File: config.mk
export PLATFORM = sky130hd
export DESIGN_NAME = pulse_train_gen
export DESIGN_NICKNAME = d
export VERILOG_FILES = /design/src/rtl/pulse_train_pkg.sv /design/src/rtl/trig_edge_sync.sv /design/src/rtl/pulse_train_gen.sv
export SDC_FILE = /design/constraint.sdc
export NUM_CORES = 1
export LEC_CHECK = 0
export CAP_MARGIN = 25
export CORE_MARGIN = 3
export CORE_UTILIZATION = 45
export DETAILED_ROUTE_END_ITERATION = 10
export PLACE_DENSITY_LB_ADDON = 0.2
export SLEW_MARGIN = 20
export SYNTH_ARGS = -nofsm -noshare
export SYNTH_HDL_FRONTEND = slang
export SYNTH_SLANG_ARGS = --single-unit
File: constraint.sdc
create_clock -name Clk -period 6.4 [get_ports Clk]
set_clock_uncertainty 0.2 [all_clocks]
set_input_delay 1.28 -clock Clk [delete_from_list [all_inputs] [get_ports Clk]]
set_output_delay 1.28 -clock Clk [all_outputs]
set_load 0.005 [all_outputs]
File: src/rtl/pulse_train_pkg.sv
// pulse_train_pkg: shared types and defaults
// for the pulse train generator.
package pulse_train_pkg;

    localparam int SYNC_STAGES = 2;
    localparam int DEF_DW      = 16;
    localparam int DEF_CW      = 32;
    localparam int DEF_NW      = 16;

    typedef enum logic [1:0] {
        IDLE,
        DELAY,
        HIGH,
        LOW
    } state_t;

endpackage

File: src/rtl/trig_edge_sync.sv
// trig_edge_sync: optional N-stage synchronizer
// followed by a registered rising-edge detect.
module trig_edge_sync
    import pulse_train_pkg::*;
#(
    parameter int STAGES = SYNC_STAGES
) (
    input  logic clk,
    input  logic rst_n,
    input  logic din,
    output logic rise
);

    logic s;
    logic prev;

    generate
        if (STAGES == 0) begin : g_direct
            assign s = din;
        end else begin : g_sync
            logic [STAGES-1:0] sync;

            // shift the raw input through the synchronizer chain
            always_ff @(posedge clk or negedge rst_n) begin
                if (!rst_n) begin
                    sync <= '0;
                end else begin
                    sync[0] <= din;
                    for (int i = 1; i < STAGES; i++) begin
                        sync[i] <= sync[i-1];
                    end
                end
            end

            assign s = sync[STAGES-1];
        end
    endgenerate

    // one-cycle strobe on each low-to-high transition of s
    always_ff @(posedge clk or negedge rst_n) begin
        if (!rst_n) begin
            prev <= 1'b0;
            rise <= 1'b0;
        end else begin
            prev <= s;
            rise <= s & ~prev;
        end
    end

endmodule

File: src/rtl/pulse_train_gen.sv
// pulse_train_gen: trigger-launched train of
// rectangular pulses driving a signed DAC sample.
module pulse_train_gen
    import pulse_train_pkg::*;
#(
    parameter int DW = DEF_DW,
    parameter int CW = DEF_CW,
    parameter int NW = DEF_NW
) (
    input  logic                 Clk,
    input  logic                 Reset,
    input  logic                 Enable,
    input  logic                 SwTrig,
    input  logic                 ExtTrig,
    input  logic                 ExtTrigEn,
    input  logic signed [DW-1:0] Amplitude,
    input  logic signed [DW-1:0] Baseline,
    input  logic        [CW-1:0] DelayCycles,
    input  logic        [CW-1:0] HighCycles,
    input  logic        [CW-1:0] LowCycles,
    input  logic        [NW-1:0] PulseCount,
    output logic signed [DW-1:0] Dout,
    output logic                 Busy,
    output logic        [NW-1:0] PulseIdx,
    output logic                 Done
);

    logic ext_rise;
    logic sw_rise;
    logic trig;

    logic [CW-1:0] high_in;
    logic [CW-1:0] low_in;

    state_t               state;
    logic        [CW-1:0] cnt;
    logic signed [DW-1:0] amp_q;
    logic signed [DW-1:0] base_q;
    logic        [CW-1:0] high_q;
    logic        [CW-1:0] low_q;
    logic        [NW-1:0] count_q;
    logic                 last_pulse;

    trig_edge_sync #(
        .STAGES (SYNC_STAGES)
    ) u_ext (
        .clk   (Clk),
        .rst_n (Reset),
        .din   (ExtTrig),
        .rise  (ext_rise)
    );

    trig_edge_sync #(
        .STAGES (0)
    ) u_sw (
        .clk   (Clk),
        .rst_n (Reset),
        .din   (SwTrig),
        .rise  (sw_rise)
    );

    assign trig = Enable & (sw_rise | (ExtTrigEn & ext_rise));

    assign high_in = (HighCycles == '0) ? CW'(1) : HighCycles;
    assign low_in  = (LowCycles  == '0) ? CW'(1) : LowCycles;

    assign last_pulse = (count_q != '0) &&
                        (PulseIdx == count_q - NW'(1));

    // phase sequencer; outputs registered from the next state
    always_ff @(posedge Clk or negedge Reset) begin
        if (!Reset) begin
            state    <= IDLE;
            cnt      <= '0;
            amp_q    <= '0;
            base_q   <= '0;
            high_q   <= CW'(1);
            low_q    <= CW'(1);
            count_q  <= '0;
            Dout     <= '0;
            Busy     <= 1'b0;
            PulseIdx <= '0;
            Done     <= 1'b0;
        end else begin
            Done <= 1'b0;
            if (!Enable) begin
                state <= IDLE;
                Dout  <= base_q;
                Busy  <= 1'b0;
            end else begin
                unique case (state)
                    IDLE: begin
                        if (trig) begin
                            amp_q    <= Amplitude;
                            base_q   <= Baseline;
                            high_q   <= high_in;
                            low_q    <= low_in;
                            count_q  <= PulseCount;
                            PulseIdx <= '0;
                            Busy     <= 1'b1;
                            if (DelayCycles != '0) begin
                                state <= DELAY;
                                cnt   <= DelayCycles;
                                Dout  <= Baseline;
                            end else begin
                                state <= HIGH;
                                cnt   <= high_in;
                                Dout  <= Amplitude;
                            end
                        end
                    end
                    DELAY: begin
                        if (cnt == CW'(1)) begin
                            state <= HIGH;
                            cnt   <= high_q;
                            Dout  <= amp_q;
                        end else begin
                            cnt <= cnt - CW'(1);
                        end
                    end
                    HIGH: begin
                        if (cnt == CW'(1)) begin
                            Dout <= base_q;
                            if (last_pulse) begin
                                state <= IDLE;
                                Busy  <= 1'b0;
                                Done  <= 1'b1;
                            end else begin
                                state <= LOW;
                                cnt   <= low_q;
                            end
                        end else begin
                            cnt <= cnt - CW'(1);
                        end
                    end
                    LOW: begin
                        if (cnt == CW'(1)) begin
                            state    <= HIGH;
                            cnt      <= high_q;
                            Dout     <= amp_q;
                            PulseIdx <= PulseIdx + NW'(1);
                        end else begin
                            cnt <= cnt - CW'(1);
                        end
                    end
                    default: begin
                        state <= IDLE;
                        Busy  <= 1'b0;
                    end
                endcase
            end
        end
    end

endmodule

==> results of run 1 <==
## metal layers
metal  part of all wire  GRT usage
met1               0.47      0.390
met2               0.42      0.370
met3              0.088     0.0624
met4              0.018     0.0682
met5            0.00041          0
## stage by stage
| stage | instances | hold WS, ns |
|---|---|---|
| floorplan | 1261 | 0.131 |
| global placement | 1660 | 0.134 |
| detailed placement | 1660 | 0.136 |
| CTS | 1692 | 0.155 |
| global route | 1693 | 0.174 |
| finish | 1693 | 0.152 |
## kinds of logic after synthesis
logic type | Yosys count | synth area share
and+or+nand+nor | 630 | 0.271
AOI/OAI and AO/OA | 260 | 0.156
DFF | 186 | 0.452
buffers and inverters | 101 | 0.0399
xor gates and xnor gates | 42 | 0.0372
muxes | 38 | 0.0398
adders and majority gates | 4 | 0.00486
## how the worst max path moves through the flow
stage          endpoint  slack [ns]  cells past startpoint
2_1_floorplan   cnt[10]        2.44                     12
3_3_place_gp    cnt[13]        1.73                     10
3_5_place_dp    cnt[13]        1.67                     10
4_1_cts          cnt[0]        1.96                     10
5_1_grt          cnt[7]        1.71                     10
6_report         cnt[6]        1.89                     10
## synth_stat cells (all sizes together), types with 20 or more instances
| cell type | count |
|---|---|
| a21oi | 74 |
| a31oi | 32 |
| and3 | 20 |
| clkbuf | 70 |
| dfrtp | 184 |
| inv | 23 |
| mux2i | 29 |
| nand2 | 375 |
| nand3 | 25 |
| nor2 | 86 |
| nor4 | 31 |
| o21ai | 66 |
| xor2 | 25 |
## power groups by stage
stage / logic [mW] / registers [mW] / clock network, mW
finish: 0.771 / 1.60 / 1.08
global route: 0.866 / 1.64 / 1.14
CTS: 0.771 / 1.60 / 1.09
detailed placement: 0.767 / 1.62 / 0
global placement: 0.746 / 1.61 / 0
floorplan: 0.487 / 1.56 / 0
## state kept, by name (all words and copies together) (netlist names), 2 cells and up
name / count
Dout: 16
amp_q: 16
count_q: 16
state: 2
cnt: 32
u_ext.g_sync.sync: 2
base_q: 16
low_q: 32
PulseIdx: 16
high_q: 32
## cell usage in the layout, fill, tap and decap left out, types with 9 or more instances in the layout
cell type and instances:
a21o_1 17, a21oi_1 74, a221o_1 13, a31oi_1 32, and2_1 18, and3_1 20
buf_4 14, clkbuf_16 17, clkdlybuf4s50_1 182, dfrtp_1 183, inv_1 23, mux2i_1 29
nand2_1 375, nand3_1 23, nand4_1 15, nor2_1 83, nor3_1 18, nor4_1 31
o21ai_0 66, o22ai_1 13, o31ai_1 9, or4_1 10, xnor2_1 16, xor2_1 25
## layout make-up
cell class                      instances  area [µm²]
Fill cell                            2027        9250
Multi-Input combinational cell        974        5270
Sequential cell                       186        4660
Timing Repair Buffer                  198        1960
Clock buffer                           18         439
Tap cell                              280         350
Clock inverter                         14         149
Inverter                               23        86.3
## critical path, delay by kind of cell, from the launching register on
| family | cells | cell delay (ns) |
|---|---|---|
| AO/OA/AOI/OAI | 2 | 0.80 |
| adder cells (fa/ha/maj) | 1 | 0.26 |
| buffers and inverters | 1 | 0.09 |
| flip-flops | 1 | 0.41 |
| multiplexers | 1 | 0.41 |
| AND/OR/NAND/NOR | 5 | 2.19 |
==> metrics.yaml, run 1 <==
timing.rr.end: "cnt[6]"
crit_start: "count_q[0]"
irDropWorstVdd_v: 0.000195
yosysSeqAreaShare: 0.452
ys_types: 60
maxSlewViolCount: 0
die_area_um2: 24800
power_mw: 3.45
hold_path.startpoint: "u_ext.g_sync.sync[0]"
synthDominantCellAreaShare: 0.447
io-pin-count: 184
rows: 54
path_common_cell: "nor2_1"
stdcell_area_um2: 12900
path_max_fanout: 32
die_h_um: 157
cp.required_ns: 6.53
ys_ff_latch: 186
path_clk_slew_ns: 0.08
slowest_delay_ns: 0.88
min_delay_path_depth: 0
netlist_area_um2: 10300
cts-root-buf: "clkbuf_16"
async_flop_share: 1.00
dp_slack_ns: 1.67
start_kind: "register"
grt_pass1_wl_um: 50600
period_minus_slack_ns: 4.51
cp-end-kind: "register"
start_util: 0.465
drt_iter0_drc: 873
swShare: 0.320
maxSlewHeadroom: 0.311
ctsHoldBuffers: 0
power_density_nw_per_um2: 267
io_buffers: 183
crit_type: "reg -> reg"
r2r_slack_ns: 1.89
rsz0062_at_grt: "false"
max_freq_ghz: 0.222
drc_errors: 0
n_antenna_cell: 0
avgSynthCellArea_um2: 8.17
seqPwrFrac: 0.465
grt-ovfl-total: 0
ant_nets: 0
clock_latency_ns: 0.44
tightestPinTransition_ns: 1.03
hp-class: "reg -> reg"
clockBufferDepth: 2
vias: 9771
critical_path.cell_chain: "inv_1 > ha_1 > or3b_2 > nor2_1 > nor2_1 > a211o_1 > a31oi_1 > or4_4 > nor2b_4 > mux2_2"
grt_pass1_vias: 9380
cts.sinks: 186
p_clk_frac: 0.312
die_x_um: 157
critPathSlowestCell: "nor2b_4"
final_hold_viol_count: 0
areaGrowthSynthToFinish_pct: 25.3
dr.pass1.iters: 5
synth_edf_count: 0
routedWlPerCell_um: 18.7
cts_resized: 0
post-route-util: 0.583
core_area_um2: 22200
cts_buffers: 17
antenna_found_initial: 1
setup_slack_ns: 1.89
dpl_cell_area_um2: 12300
drv_cap: 0
grt_max_degree: 87
ys_warn_count: 0
arrival_ns: 4.65
fin_nets: 1554
fin_crit_sh: 0.705
synth_area_leaders: "dfrtp_1 45%, nand2_1 14%, a21oi_1 3.6%"
cts_tree: "done"
setup-tns-final_ns: 0
hold_end: "u_ext.g_sync.sync[1]"
syn-num-nets: 1415
gp_congestion: 0.908
p_comb_frac: 0.223
status: "finished, final reports clean"
via_per_inst: 5.77
track_usage: 0.258
yosysTopAreaCell: "dfrtp_1"
leakage_nw: 5.84
synthFlopType: "dfrtp_1"
timing.rr.start: "count_q[0]"
drive_gt1_frac: 0.0517
internal_power_mw: 2.35
post-cts-setup-buffers: 0
p_switching_mw: 1.10
dp_hpwl_um: 21700
reg2reg_depth: 10
htree_levels: 4
setup-violations-final: 0
synth_cells: 1261
wl_um: 31700
Note: power is estimated with default switching activity, not from simulation.
==> inputs of run 2 (changes only) <==
==> constraint.sdc (replaced) <==
create_clock -name Clk -period 3.7 [get_ports Clk]
set_clock_uncertainty 0.2 [all_clocks]
set_input_delay 0.74 -clock Clk [delete_from_list [all_inputs] [get_ports Clk]]
set_output_delay 0.74 -clock Clk [all_outputs]
set_load 0.005 [all_outputs]
==> run 2 against run 1 <==
  * Flip-flop and latch count unchanged
  * Die area unchanged
  * Cell area increased by 2.8%
  * Critical endpoint is now cnt[22]
  * Largest cell class unchanged
==> metrics.yaml, run 2 (synthesis gave the netlist of run 1 again) <==
cts_buffers: 17  # unchanged
dp_hpwl_um: 22500  # was 21,700 µm
final_hold_viol_count: 0  # unchanged
maxSlewHeadroom: 0.579  # was 0.311
grt_pass1_wl_um: 51900  # was 50,600 µm
p_comb_frac: 0.231  # was 0.223
dr_wl_met3_um: 2840  # was 2790 µm
grt_max_degree: 91  # was 87
cts-root-buf: "clkbuf_16"  # unchanged
die_h_um: 157  # unchanged
tightestPinTransition_ns: 0.632  # was 1.03 ns
final_cells: 1727  # was 1,693
ant_nets: 0  # unchanged
hp-class: "in -> async"  # was reg -> reg
period_minus_slack_ns: 3.60  # was 4.51 ns
track_usage: 0.264  # was 0.258
n_antenna_cell: 0  # unchanged
via_per_inst: 5.75  # was 5.77
grt_pass1_vias: 9618  # was 9,380
start_kind: "register"  # unchanged
routedWlPerCell_um: 18.7  # about the same
max_freq_ghz: 0.278  # was 0.222 GHz
drive_gt1_frac: 0.0767  # was 0.0517
top_layer: "met4"  # was met5
htree_levels: 4  # unchanged
power_density_nw_per_um2: 458  # was 267 nW/µm²
vias: 9938  # was 9,771
crit_type: "reg -> reg"  # unchanged
gp_congestion: 0.900  # was 0.908
fin_crit_sh: 0.974  # was 0.705
start_util: 0.465  # unchanged
p_switching_mw: 1.96  # was 1.10 mW
setup-violations-final: 0  # unchanged
power_mw: 6.08  # was 3.45 mW
route.met2.wl_um: 14000  # was 13,400 µm
rsz0062_at_grt: "false"  # unchanged
status: "finished, final reports clean"  # unchanged
rows: 54  # unchanged
timing.rr.start: "count_q[7]"  # was count_q[0]
die_area_um2: 24800  # unchanged
critPathSlowestCell: "or4_1"  # was nor2b_4
leakage_nw: 6.06  # was 5.84 nW
path_max_fanout: 17  # was 32
fin_nets: 1588  # was 1,554
top_regs: "cnt x32, high_q x32, low_q x32"  # unchanged
clockBufferDepth: 2  # unchanged
io-pin-count: 184  # unchanged
setup-tns-final_ns: 0  # unchanged
stdcell_area_um2: 13300  # was 12,900 µm²
p_clk_frac: 0.313  # was 0.312
dr.pass1.iters: 7  # was 5
cp.required_ns: 3.82  # was 6.53 ns
critical_path.cell_chain: "or4_1 > or2_1 > a2bb2oi_1 > or4_1 > or3_4 > or4_4 > nor2b_4 > buf_12 > mux2_4"  # was inv_1 > ha_1 > or3b_2 > nor2_1 > nor2_1 > a211o_1 > a31oi_1 > or4_4 > nor2b_4 > mux2_2
seqPwrFrac: 0.456  # was 0.465
cts_tree: "done"  # unchanged
final_common_cell: "nand2_1"  # unchanged
io_buffers: 183  # unchanged
drc_errors: 0  # unchanged
internal_power_mw: 4.12  # was 2.35 mW
cp-end-kind: "register"  # unchanged
die_x_um: 157  # unchanged
clock_latency_ns: 0.45  # was 0.44 ns
antenna_found_initial: 0  # was 1
drv_cap: 0  # unchanged
wl_um: 32200  # was 31,700 µm
slowest_delay_ns: 0.55  # was 0.88 ns
maxSlewViolCount: 0  # unchanged
layout_common_cells: "374 x nand2_1, 183 x dfrtp_1, 182 x clkdlybuf4s50_1, 83 x nor2_1, 74 x a21oi_1"  # was 375 x nand2_1, 183 x dfrtp_1, 182 x clkdlybuf4s50_1, 83 x nor2_1, 74 x a21oi_1
path_common_cell: "or4_1"  # was nor2_1
drt_iter0_drc: 882  # was 873
place_inst: 1692  # was 1,660
post-route-util: 0.599  # was 0.583
arrival_ns: 3.72  # was 4.65 ns
crit_start: "count_q[7]"  # was count_q[0]
grt-ovfl-total: 0  # unchanged
core_area_um2: 22200  # unchanged
cts.sinks: 186  # unchanged
swShare: 0.323  # was 0.320
areaGrowthSynthToFinish_pct: 28.9  # was 25.3%
wl_met1_um: 14900  # about the same
path_clk_slew_ns: 0.08  # about the same
dpl_cell_area_um2: 12600  # was 12,300 µm²
irDropWorstVdd_v: 0.000240  # was 0.000195 V
-- run 2: power groups by stage --
stage               Combinational (mW)  Sequential [mW]  Clock (mW)
floorplan                        0.847             2.69           0
global placement                  1.34             2.79           0
detailed placement                1.38             2.79           0
CTS                               1.39             2.76        1.93
global route                      1.58             2.83        2.00
finish                            1.40             2.78        1.90
-- run 2: through the flow --
step	hold slack (ns)	worst slack, ns
4_1_cts	0.125	0.0501
3_5_place_dp	0.138	-0.00956
3_3_place_gp	0.134	0.0886
5_1_grt	0.153	0.0214
2_1_floorplan	0.131	-0.0946
6_report	0.0936	0.0979
-- run 2: cell type report --
| class | count | area (µm²) |
|---|---|---|
| fillers | 1984 | 8880 |
| inverters | 23 | 86.3 |
| repair buffers | 232 | 2280 |
| well taps | 280 | 350 |
| flip-flops and latches | 186 | 4660 |
| multi-input cells | 974 | 5290 |
| clock inverters | 14 | 178 |
| clock buffers | 18 | 439 |
-- run 2: what timing repair did --
| item | 4_1_cts | 5_1_grt |
|---|---|---|
| endpoints found under the setup margin | 1 | 28 |
| hold buffers | 0 | 0 |
| pin swaps | 0 | 1 |
| gates resized for setup | 0 | 6 |
| setup buffers | 2 | 1 |
-- run 2: worst paths after layout --
path	endpoint	slack (ns)	depth (start not counted)
max	cnt[22]	0.1	9
min	high_q[8]	0.09	1
max reg2reg	cnt[22]	0.1	9
min reg2reg	u_ext.g_sync.sync[1]	0.15	0
max in group asynchronous	high_q[0]	2.32	2
min in group Clk	u_ext.g_sync.sync[1]	0.15	0
-- run 2: worst max-delay path: cells and delay by family, from the launching register on --
family | cells | cell delay, ns
mux | 1 | 0.30
simple gates | 6 | 2.27
flops | 1 | 0.40
buf+inv | 1 | 0.17
compound gates | 1 | 0.13
-- run 2: metal layers --
metal	up-vias	track usage
met5	-	0
met1	4792	0.402
li1	4713	-
met4	0	0.0682
met3	35	0.0599
met2	398	0.380
==> inputs of run 3 (changes only) <==
--- a/config.mk
+++ b/config.mk
@@ -6,8 +6,9 @@
 export NUM_CORES = 1
 export LEC_CHECK = 0
 export CAP_MARGIN = 25
-export CORE_MARGIN = 3
+export CORE_MARGIN = 10
 export CORE_UTILIZATION = 45
+export CTS_CLUSTER_SIZE = 24
 export DETAILED_ROUTE_END_ITERATION = 10
 export PLACE_DENSITY_LB_ADDON = 0.2
 export SLEW_MARGIN = 20
==> run 3 against run 2 <==
  * Wire length is 2.5% higher
  * Cell area shrank 0.10%
  * Utilization is 1.2 points lower
  * Critical path depth is the same
  * Flip-flop and latch count stayed put
  * Critical path type unchanged
  * Sequential power is essentially flat
  * Worst hold slack worse by 0.016 ns
  * Via count down 0.48%
==> metrics.yaml, run 3 (synthesis gave the netlist of run 1 again) <==
status: "finished, final reports clean"  # unchanged
cts_buffers: 17  # unchanged
wl_um: 33000  # was 32,200 µm
use_met1: 0.323  # was 0.402
die_x_um: 171  # was 157 µm
top_regs: "cnt x32, high_q x32, low_q x32"  # unchanged
clock_latency_ns: 0.43  # was 0.45 ns
whs_ns: 0.0773  # was 0.0936 ns
max_freq_ghz: 0.276  # was 0.278 GHz
routedWlPerCell_um: 19.1  # was 18.7 µm
drt_iter0_drc: 986  # was 882
post-route-util: 0.588  # was 0.599
ant_nets: 0  # unchanged
rows: 55  # was 54
n_antenna_cell: 0  # unchanged
path_clk_slew_ns: 0.07  # was 0.08 ns
path_max_fanout: 23  # was 17
dp_hpwl_um: 23700  # was 22,500 µm
drc_errors: 0  # unchanged
htree_levels: 4  # unchanged
vias: 9890  # was 9,938
grt_max_degree: 74  # was 91
antenna_found_initial: 0  # unchanged
tightestPinTransition_ns: 1.02  # was 0.632 ns
irDropWorstVdd_v: 0.000296  # was 0.000240 V
grt_pass1_wl_um: 52900  # was 51,900 µm
maxSlewHeadroom: 0.319  # was 0.579
start_kind: "register"  # unchanged
drive_gt1_frac: 0.0748  # was 0.0767
arrival_ns: 3.74  # was 3.72 ns
via_per_inst: 5.72  # was 5.75
die_h_um: 171  # was 157 µm
areaGrowthSynthToFinish_pct: 28.7  # was 28.9%
fin_crit_sh: 0.979  # was 0.974
grt_pass1_vias: 9763  # was 9,618
dr.pass1.iters: 5  # was 7
clockBufferDepth: 2  # unchanged
period_minus_slack_ns: 3.62  # was 3.60 ns
fin_nets: 1586  # was 1,588
final_hold_viol_count: 0  # unchanged
final.fill_count: 2010  # was 1,984
leakage_nw: 6.04  # was 6.06 nW
ctsHoldBuffers: 0  # unchanged
cts.sinks: 186  # unchanged
die_area_um2: 29400  # was 24,800 µm²
grtUsageMet3: 0.0614  # was 0.0599
final_common_cell: "nand2_1"  # unchanged
layout_common_cells: "375 x nand2_1, 183 x dfrtp_1, 182 x clkdlybuf4s50_1, 82 x nor2_1, 74 x a21oi_1"  # was 374 x nand2_1, 183 x dfrtp_1, 182 x clkdlybuf4s50_1, 83 x nor2_1, 74 x a21oi_1
io-pin-count: 184  # unchanged
io_buffers: 183  # unchanged
grt-ovfl-total: 0  # unchanged
start_util: 0.457  # was 0.465
cp-end-kind: "register"  # unchanged
grt_util_met2: 0.327  # was 0.380
drv_cap: 0  # unchanged
power_mw: 6.13  # was 6.08 mW
track_usage: 0.227  # was 0.264
core_area_um2: 22600  # was 22,200 µm²
dpl_cell_area_um2: 12600  # about the same
power_density_nw_per_um2: 462  # was 458 nW/µm²
cts-root-buf: "clkbuf_16"  # unchanged
top_usage_layer: "met2"  # was met1
stdcell_area_um2: 13300  # about the same
maxSlewViolCount: 0  # unchanged
crit_type: "reg -> reg"  # unchanged
cp.required_ns: 3.82  # about the same
cts_tree: "done"  # unchanged
hp-class: "in -> async"  # unchanged
setup-violations-final: 0  # unchanged
gp_congestion: 0.915  # was 0.900
[run 3: cell count changes in the layout (fill, tap and decap cells not counted), sizes merged]
cell / before / now
clkinv: 7 / 3
inv: 29 / 27
buf: 49 / 48
bufinv: 1 / 3
clkinvlp: 0 / 2
[run 3: repair_timing]
| item | CTS | global route |
|---|---|---|
| buffers inserted | 0 | 2 |
| setup endpoints to repair | 0 | 8 |
| gates resized for setup | 0 | 7 |
[run 3: critical path, cell delays in order, from the launching register on]
cell       delay [ns]
dfrtp_1          0.40
or4_1            0.57
or2_4            0.28
a2bb2oi_1        0.12
or4_1            0.47
or3_4            0.42
or4_4            0.42
nor2b_4          0.15
buf_12           0.17
mux2_4           0.30
[run 3: per-layer routing]
metal | up-vias | share of wire
li1 | 4695 | -
met1 | 4751 | 0.46
met2 | 407 | 0.43
met3 | 37 | 0.094
met4 | 0 | 0.018
met5 | - | 0
[run 3: final timing paths]
check	startpoint	end	slack, ns	cells after the start
max in group asynchronous	Reset	low_q[0]	2.35	2
hold reg to reg	u_ext.g_sync.sync[0]	u_ext.g_sync.sync[1]	0.15	0
setup / recovery	count_q[7]	cnt[22]	0.08	9
min in group Clk	u_ext.g_sync.sync[0]	u_ext.g_sync.sync[1]	0.15	0
setup reg to reg	count_q[7]	cnt[22]	0.08	9
hold / removal	Reset	low_q[1]	0.08	1
[run 3: through the flow]
stage	setup slack [ns]	setup TNS [ns]	instances
2_1_floorplan	-0.0946	-0.485	1261
3_3_place_gp	0.0789	0	1696
3_5_place_dp	0.0556	0	1696
4_1_cts	0.0475	0	1727
5_1_grt	-0.0174	-0.0191	1729
6_report	0.0780	0	1729
[run 3: final cells by class]
type | count | area (µm²) | area share
Multi-Input combinational cell | 974 | 5290 | 0.398
Sequential cell | 186 | 4660 | 0.351
Timing Repair Buffer | 230 | 2260 | 0.171
Clock buffer | 19 | 453 | 0.0341
Tap cell | 285 | 357 | 0.0269
Clock inverter | 12 | 161 | 0.0122
Inverter | 23 | 86.3 | 0.00651
[run 3: power breakdown]
| part | switching (mW) | internal (mW) | total (mW) |
|---|---|---|---|
| clock network | 0.845 | 1.11 | 1.95 |
| registers | 0.339 | 2.43 | 2.77 |
| logic | 0.706 | 0.704 | 1.41 |
| total | 1.89 | 4.24 | 6.13 |
